### src/rtl/m68k_bram_responder_if.sv
// Bus bundle between the 68k initiator, the responder and its byte-wide BRAM.
// berr_n is only present when M68_RESP_BERR_EN is defined.
interface m68k_bram_responder_if;
  // Handshake: the initiator drives as_n low with addr/rw/lanes/wdata stable.
  // The responder answers by pulling dtack_n (or berr_n) low and holds it until
  // it samples as_n high. The initiator must then drive as_n high for at least
  // one sampled edge before it starts the next cycle.
  logic        as_n;
  logic        uds_n;
  logic        lds_n;
  logic        rw;
  logic [31:0] addr;
  logic [15:0] wdata;
  logic [15:0] rdata;
  logic        dtack_n;
`ifdef M68_RESP_BERR_EN
  logic        berr_n;
`endif
  logic        ena;
  logic        wea;
  logic [16:0] addra;
  logic [7:0]  dina;
  logic [7:0]  douta;

`ifdef M68_RESP_BERR_EN
  modport slave (
    input  as_n, uds_n, lds_n, rw, addr, wdata, douta,
    output rdata, dtack_n, berr_n, ena, wea, addra, dina
  );
  modport master (
    output as_n, uds_n, lds_n, rw, addr, wdata, douta,
    input  rdata, dtack_n, berr_n, ena, wea, addra, dina
  );
`else
  modport slave (
    input  as_n, uds_n, lds_n, rw, addr, wdata, douta,
    output rdata, dtack_n, ena, wea, addra, dina
  );
  modport master (
    output as_n, uds_n, lds_n, rw, addr, wdata, douta,
    input  rdata, dtack_n, ena, wea, addra, dina
  );
`endif
endinterface

### src/rtl/m68k_bram_responder.sv
// 68000-style bus responder that splits each 16-bit access into two byte cycles
// on a single-port BRAM. Optional feature macro: M68_RESP_BERR_EN (bus error on miss).
module m68k_bram_responder #(
  parameter logic [31:0] BASE_ADDR = 32'h0000_0000,
  parameter logic [31:0] ADDR_MASK = 32'hFFFE_0000,
  parameter int          RD_LAT    = 1
) (
  input  logic                  clk,
  input  logic                  rst,
  m68k_bram_responder_if.slave  bus,
  output logic [2:0]            fsm_state
);

  localparam logic [2:0] IDLE    = 3'd0;
  localparam logic [2:0] LANE_HI = 3'd1;
  localparam logic [2:0] LANE_LO = 3'd2;
  localparam logic [2:0] RD_WAIT = 3'd3;
  localparam logic [2:0] ACK     = 3'd4;

  // Edge numbers (counted from the accepting edge E0) at which each read byte lands.
  localparam logic [2:0] HI_CAP = 3'(RD_LAT + 1);
  localparam logic [2:0] LO_CAP = 3'(RD_LAT + 2);

  logic [2:0]  state;
  logic [2:0]  edge_cnt;
  logic [15:0] word_q;
  logic        rw_q;
  logic        hit_q;
  logic        hi_en_q;
  logic        lo_en_q;
  logic [7:0]  wlo_q;
  logic [7:0]  rd_hi_q;
  logic        req_hit;
  logic        addr_unused;

  assign req_hit     = (bus.addr & ADDR_MASK) == BASE_ADDR;
  assign addr_unused = bus.addr[0];
  assign fsm_state   = state;

  always_ff @(posedge clk) begin
    if (rst) begin
      state       <= IDLE;
      edge_cnt    <= 3'd0;
      word_q      <= 16'h0000;
      rw_q        <= 1'b1;
      hit_q       <= 1'b0;
      hi_en_q     <= 1'b0;
      lo_en_q     <= 1'b0;
      wlo_q       <= 8'h00;
      rd_hi_q     <= 8'hFF;
      bus.rdata   <= 16'h0000;
      bus.dtack_n <= 1'b1;
`ifdef M68_RESP_BERR_EN
      bus.berr_n  <= 1'b1;
`endif
      bus.ena     <= 1'b0;
      bus.wea     <= 1'b0;
      bus.addra   <= 17'd0;
      bus.dina    <= 8'h00;
    end else begin
      case (state)
        IDLE: begin
          if (!bus.as_n) begin
            state    <= LANE_HI;
            edge_cnt <= 3'd1;
            word_q   <= bus.addr[16:1];
            rw_q     <= bus.rw;
            hit_q    <= req_hit;
            hi_en_q  <= req_hit & ~bus.uds_n;
            lo_en_q  <= req_hit & ~bus.lds_n;
            wlo_q    <= bus.wdata[7:0];
            bus.ena  <= req_hit & ~bus.uds_n;
            bus.wea  <= req_hit & ~bus.uds_n & ~bus.rw;
            bus.addra <= {bus.addr[16:1], 1'b0};
            bus.dina <= bus.wdata[15:8];
          end
        end
        LANE_HI: begin
          if (bus.as_n) begin
            state   <= IDLE;
            bus.ena <= 1'b0;
            bus.wea <= 1'b0;
          end else begin
            state     <= LANE_LO;
            edge_cnt  <= edge_cnt + 3'd1;
            bus.ena   <= lo_en_q;
            bus.wea   <= lo_en_q & ~rw_q;
            bus.addra <= {word_q, 1'b1};
            bus.dina  <= wlo_q;
          end
        end
        LANE_LO: begin
          bus.ena <= 1'b0;
          bus.wea <= 1'b0;
          if (bus.as_n) begin
            state <= IDLE;
          end else begin
            edge_cnt <= edge_cnt + 3'd1;
            if (edge_cnt == HI_CAP) rd_hi_q <= hi_en_q ? bus.douta : 8'hFF;
            if (!hit_q) begin
              state <= ACK;
`ifdef M68_RESP_BERR_EN
              bus.berr_n <= 1'b0;
`else
              bus.dtack_n <= 1'b0;
              if (rw_q) bus.rdata <= 16'hFFFF;
`endif
            end else if (!rw_q) begin
              state       <= ACK;
              bus.dtack_n <= 1'b0;
            end else begin
              state <= RD_WAIT;
            end
          end
        end
        RD_WAIT: begin
          if (bus.as_n) begin
            state <= IDLE;
          end else begin
            edge_cnt <= edge_cnt + 3'd1;
            if (edge_cnt == HI_CAP) rd_hi_q <= hi_en_q ? bus.douta : 8'hFF;
            if (edge_cnt == LO_CAP) begin
              state       <= ACK;
              bus.dtack_n <= 1'b0;
              bus.rdata   <= {rd_hi_q, lo_en_q ? bus.douta : 8'hFF};
            end
          end
        end
        ACK: begin
          // Hold the acknowledge until the initiator drops its strobe.
          if (bus.as_n) begin
            state       <= IDLE;
            bus.dtack_n <= 1'b1;
`ifdef M68_RESP_BERR_EN
            bus.berr_n  <= 1'b1;
`endif
          end
        end
        default: state <= IDLE;
      endcase
    end
  end

endmodule
### src/flat_wrapper.sv
// flat-port wrapper written by rule: the top's interface ports become plain ports
module m68k_bram_responder_flat 
#(
  parameter logic [31:0] BASE_ADDR = 32'h0000_0000,
  parameter logic [31:0] ADDR_MASK = 32'hFFFE_0000,
  parameter int          RD_LAT    = 1
)
  (clk, rst, fsm_state, bus_as_n, bus_uds_n, bus_lds_n, bus_rw, bus_addr, bus_wdata, bus_douta, bus_rdata, bus_dtack_n, bus_ena, bus_wea, bus_addra, bus_dina);
  m68k_bram_responder_if bus_i ();
  input  logic clk;
  input  logic rst;
  output logic [2:0] fsm_state;
  input wire logic [$bits(bus_i.as_n)-1:0] bus_as_n;
  input wire logic [$bits(bus_i.uds_n)-1:0] bus_uds_n;
  input wire logic [$bits(bus_i.lds_n)-1:0] bus_lds_n;
  input wire logic [$bits(bus_i.rw)-1:0] bus_rw;
  input wire logic [$bits(bus_i.addr)-1:0] bus_addr;
  input wire logic [$bits(bus_i.wdata)-1:0] bus_wdata;
  input wire logic [$bits(bus_i.douta)-1:0] bus_douta;
  output wire logic [$bits(bus_i.rdata)-1:0] bus_rdata;
  output wire logic [$bits(bus_i.dtack_n)-1:0] bus_dtack_n;
  output wire logic [$bits(bus_i.ena)-1:0] bus_ena;
  output wire logic [$bits(bus_i.wea)-1:0] bus_wea;
  output wire logic [$bits(bus_i.addra)-1:0] bus_addra;
  output wire logic [$bits(bus_i.dina)-1:0] bus_dina;
  assign bus_i.as_n = bus_as_n;
  assign bus_i.uds_n = bus_uds_n;
  assign bus_i.lds_n = bus_lds_n;
  assign bus_i.rw = bus_rw;
  assign bus_i.addr = bus_addr;
  assign bus_i.wdata = bus_wdata;
  assign bus_i.douta = bus_douta;
  assign bus_rdata = bus_i.rdata;
  assign bus_dtack_n = bus_i.dtack_n;
  assign bus_ena = bus_i.ena;
  assign bus_wea = bus_i.wea;
  assign bus_addra = bus_i.addra;
  assign bus_dina = bus_i.dina;
  m68k_bram_responder #(.BASE_ADDR(BASE_ADDR), .ADDR_MASK(ADDR_MASK), .RD_LAT(RD_LAT)) u_core (.clk(clk), .rst(rst), .bus(bus_i), .fsm_state(fsm_state));
endmodule
### config.mk
export PLATFORM = sky130hd
export DESIGN_NAME = m68k_bram_responder_flat
export DESIGN_NICKNAME = d
export VERILOG_FILES = /design/src/rtl/m68k_bram_responder_if.sv /design/src/rtl/m68k_bram_responder.sv /design/src/flat_wrapper.sv
export SDC_FILE = /design/constraint.sdc
export NUM_CORES = 1
export LEC_CHECK = 0
export ABC_AREA = 1
export BUFFER_PORTS_ARGS = -buffer_cell sky130_fd_sc_hd__buf_2
export CAP_MARGIN = 10
export CELL_PAD_IN_SITES_DETAIL_PLACEMENT = 0
export CELL_PAD_IN_SITES_GLOBAL_PLACEMENT = 1
export CORE_MARGIN = 4
export CORE_UTILIZATION = 36
export DETAILED_ROUTE_END_ITERATION = 10
export MAX_ROUTING_LAYER = met4
export PLACE_DENSITY_LB_ADDON = 0.1
export RECOVER_POWER = 25
export SLEW_MARGIN = 30
export SYNTH_ARGS = -nofsm -noshare
export SYNTH_HDL_FRONTEND = slang
export SYNTH_SLANG_ARGS = --single-unit
### constraint.sdc
create_clock -name clk -period 1.8 [get_ports clk]
set_input_delay 0.36 -clock clk [delete_from_list [all_inputs] [get_ports clk]]
set_output_delay 0.36 -clock clk [all_outputs]
set_load 0.005 [all_outputs]
==> results <==
- The total overflow reported by the global router is 0.
- The data arrival time of the worst path is between 1500 and 2000 ps.
- In this run the post-CTS setup repair buffer count came out at 0.
- The total iterations of the first detailed-routing run is 5.
- Excluding fillers, the count of instances in the completed layout stands at 637.
- The number of nets handed over by synthesis was between 400 and 500.
- At the end of routability-driven placement, the weighted congestion stood at 0.777.
- The number of vias after detailed routing is 3124.
- The library cell used most frequently in the layout, excluding fill and tap cells, is buf_2.
- The tree built by TritonCTS fans out to 86 sinks.
- At the pin with the least slew margin, the transition time is 495 ps.
- The number of pins exceeding their max-slew limit in the final report is 0.
- Across the routed clock network, the largest skew measured is 8.77 ps.
- Traced cell by cell, the critical path runs through nor2_2, nand2_1, nand2_1, inv_2, a22o_1.
- Cells with a size suffix above 1 make up between 20% and 30% of the layout.
- The critical path data required time is 2090 ps.
- The mean post-synth cell area is approximately 8.1 um^2.
- The kind of launch point of the worst setup path is a flop.
- The die outline height is around 100 um.
- The sum of net half-perimeters after detailed placement is 6040 um.
- The number of placed instances with taps included is between 600 and 700.
- Setup repair after global routing left no endpoint under its margin.
- The worst max-slew margin expressed relative to the limit is between 60% and 70%.
- The net switching power figure is 1100 uW.
- The shortest clock period the worst path allows after layout is 1620 ps.
- The worst hold path belongs to the class input pin to flop.
- The placement row count is 35.
- The floorplan step defined a core boundary enclosing 0.00920 mm^2.
- The die outline area is 0.0110 mm^2.
- The H-tree depth is 3.
- The max-capacitance violation count is 0.
- In this run, flip-flops and latches consume ~53% of the power.
- The startpoint-to-endpoint class of the critical path is flop to flop.
- The largest single stage delay on the critical path is roughly 560 ps.
- Entering global routing, the biggest net connects 50 pins.
- The count of different cell masters after synthesis is 27.
- Total power for the finished layout comes to roughly 3900 uW.
- The clock-pin slew reported for the worst setup and hold paths after clock tree synthesis is ~90 ps.
- The detailed-route DRC error count is 0.
- For this design the static power due to leakage is 0.00191 uW.
- The buffers plus inverters on the worst setup path is 1.
- The routed design has ~8900 um of wire.
- The total inserted antenna cells is 0.
- The switching part of the total power is 28.0%.
- STA classifies the critical path endpoint as a flop.
- In this run the count of I/O pins placed on the die edge is 109.
- The first-pass GRT wire length is 14900 um.
- The remaining antenna violation count is 0.
- The share of the Yosys chip area taken by registers is 50.9%.
- The number of endpoints with negative hold slack in the final report is 0.
- The relative area change from synthesis to final layout is 24.7%.
- The initial antenna violation count is 0.
- No sink is reached through more buffers than the 2 on the longest clock path.
- The source-to-sink clock delay at the later pin of the worst-skew pair is 350 ps.
- The sum of negative setup slack is 0 ps.
- Post-CTS repair changed the size of 0 cells.
- The worst-case IR drop observed on VDD is 390 uV.
- The total CTS buffers is 9.
- For this run, the share of the core covered by cells in the final layout is between 40 and 50%.
- In this run the worst path has a maximum fanout of 26.
- Across every metal layer, demand over resource in global routing totals 17.0%.
- Among cell families on the critical path, the largest total delay comes from flip-flops.
- The final critical-path share of the clock period is 90.0%.
- Internal power comes to 2830 uW.
- Leaving out fill and tap cells, the most frequent cells in the layout are buf_2 (94), dfxtp_1 (86), nand2_1 (63), o21ai_0 (41), a21oi_1 (39).
- In this run the power density over the cells is 933 mW/mm^2.
- The number of warnings printed during yosys synthesis is 0.
- The peak clock frequency supported by timing is 0.617 GHz.
- The hold slack is 225 ps.
- Once the floorplan was initialized, standard cells occupied 36.8% of the core.
- The count of buffers added on input and output ports is 107.
- The cell area after technology mapping is 0.00338 mm^2.
- The wire length per cell after detailed routing is 13.9 um.
- In this run, post-CTS hold repair placed 0 buffers.
- CTS placed an instance of clkbuf_8 at the clock tree root.
- The chip width is 105 um.
- The number of instances in the synthesized netlist is 415.
- After detailed routing, the number of vias per cell comes to 4.90.
- The flow ran to the end, and the final reports show no timing, DRC or antenna violations.
- The number of global-route vias before repair is 3041.
- The initial detailed-routing violation count is 77.
- TritonCTS built the clock tree.
- The most frequent cell on the critical path is nand2_1.
- After synthesis the netlist holds a flip-flop and latch count of 86.
- At the end of the flow, the number of nets in the layout was 586.
- The final-report setup violation count is 0.
- The combinational power share is between 10% and 20%.
- The largest individual stage delay along the critical path comes from the cell dfxtp_1.
- The clock share of power is 32.2%.
[Yosys cell counts]
cell	instances	area, um^2
a31oi_1	1	6.26
o22ai_1	24	150
o21ai_0	41	205
nor2_4	1	11.3
a22oi_1	1	7.51
buf_6	3	33.8
nand2_2	2	12.5
nor3_1	17	85.1
nor2_2	4	25.0
nor2_1	36	135
a21oi_1	39	195
clkinv_1	1	3.75
buf_4	2	15.0
clkbuf_1	8	30.0
ha_1	3	37.5
nand3_2	2	20.0
o21ai_1	2	10.0
nand3_1	8	40.0
inv_1	34	128
nand2_1	63	236
buf_2	7	35.0
dfxtp_1	86	1720
inv_2	3	11.3
buf_1	1	3.75
clkbuf_2	1	5.00
a22o_1	24	210
nand4_1	1	6.26
[stage by stage]
stage / area [um^2] / setup slack [ps]
CTS: 4230 / 170
finish: 4220 / 180
global placement: 4050 / 211
global route: 4220 / 19.8
detailed placement: 4050 / 197
floorplan: 3380 / 469
[registers in the layout, summed over array words and instances (netlist names)]
register,cells
u_core.lo_en_q,1
u_core.bus.wea,1
u_core.bus.dtack_n,1
u_core.edge_cnt,3
u_core.rw_q,1
u_core.hit_q,1
u_core.word_q,16
u_core.rd_hi_q,8
u_core.bus.ena,1
u_core.bus.dina,8
u_core.wlo_q,8
u_core.fsm_state,3
u_core.bus.rdata,16
u_core.hi_en_q,1
u_core.bus.addra,17
[cells by family (layout without fill, tap and decap cells)]
logic type / count (synthesis) / in the layout / share of synthesized area (%)
adder cells (fa/ha/maj): 3 / 3 / 1.11
AND/OR/NAND/NOR: 134 / 134 / 16.9
buffers and inverters: 60 / 171 / 7.85
AO/OA/AOI/OAI: 132 / 132 / 23.2
flip-flops: 86 / 86 / 50.9
[layer usage]
layer  share of wire [%]  GRT usage [%]
met1                  46           21.0
met2                  48           27.3
met3                 5.3           4.14
met4                0.79           5.90
met5                   0              -
[final timing paths]
path,from,end,slack (ps),cells after the start
setup / recovery,u_core.fsm_state[1],u_core.word_q[12],180,5
hold / removal,bus_wdata[6],u_core.wlo_q[6],220,2
setup reg to reg,u_core.fsm_state[1],u_core.word_q[12],180,5
hold reg to reg,u_core.rd_hi_q[0],u_core.rd_hi_q[0],470,2
[layout make-up]
class / count / area [um^2]
Inverter: 38 / 143
Timing Repair Buffer: 117 / 632
Fill cell: 971 / 4980
Clock buffer: 11 / 141
Tap cell: 111 / 139
Clock inverter: 5 / 41.3
Multi-Input combinational cell: 269 / 1400
Sequential cell: 86 / 1720
[power groups by stage]
stage / Clock (uW) / Combinational (uW) / Sequential [uW]
3_3_place_gp: 0 / 573 / 2140
6_report: 1270 / 567 / 2100
5_1_grt: 1400 / 646 / 2120
3_5_place_dp: 0 / 582 / 2140
4_1_cts: 1320 / 584 / 2100
2_1_floorplan: 0 / 321 / 2140
Power figures use the tool's default switching activity.
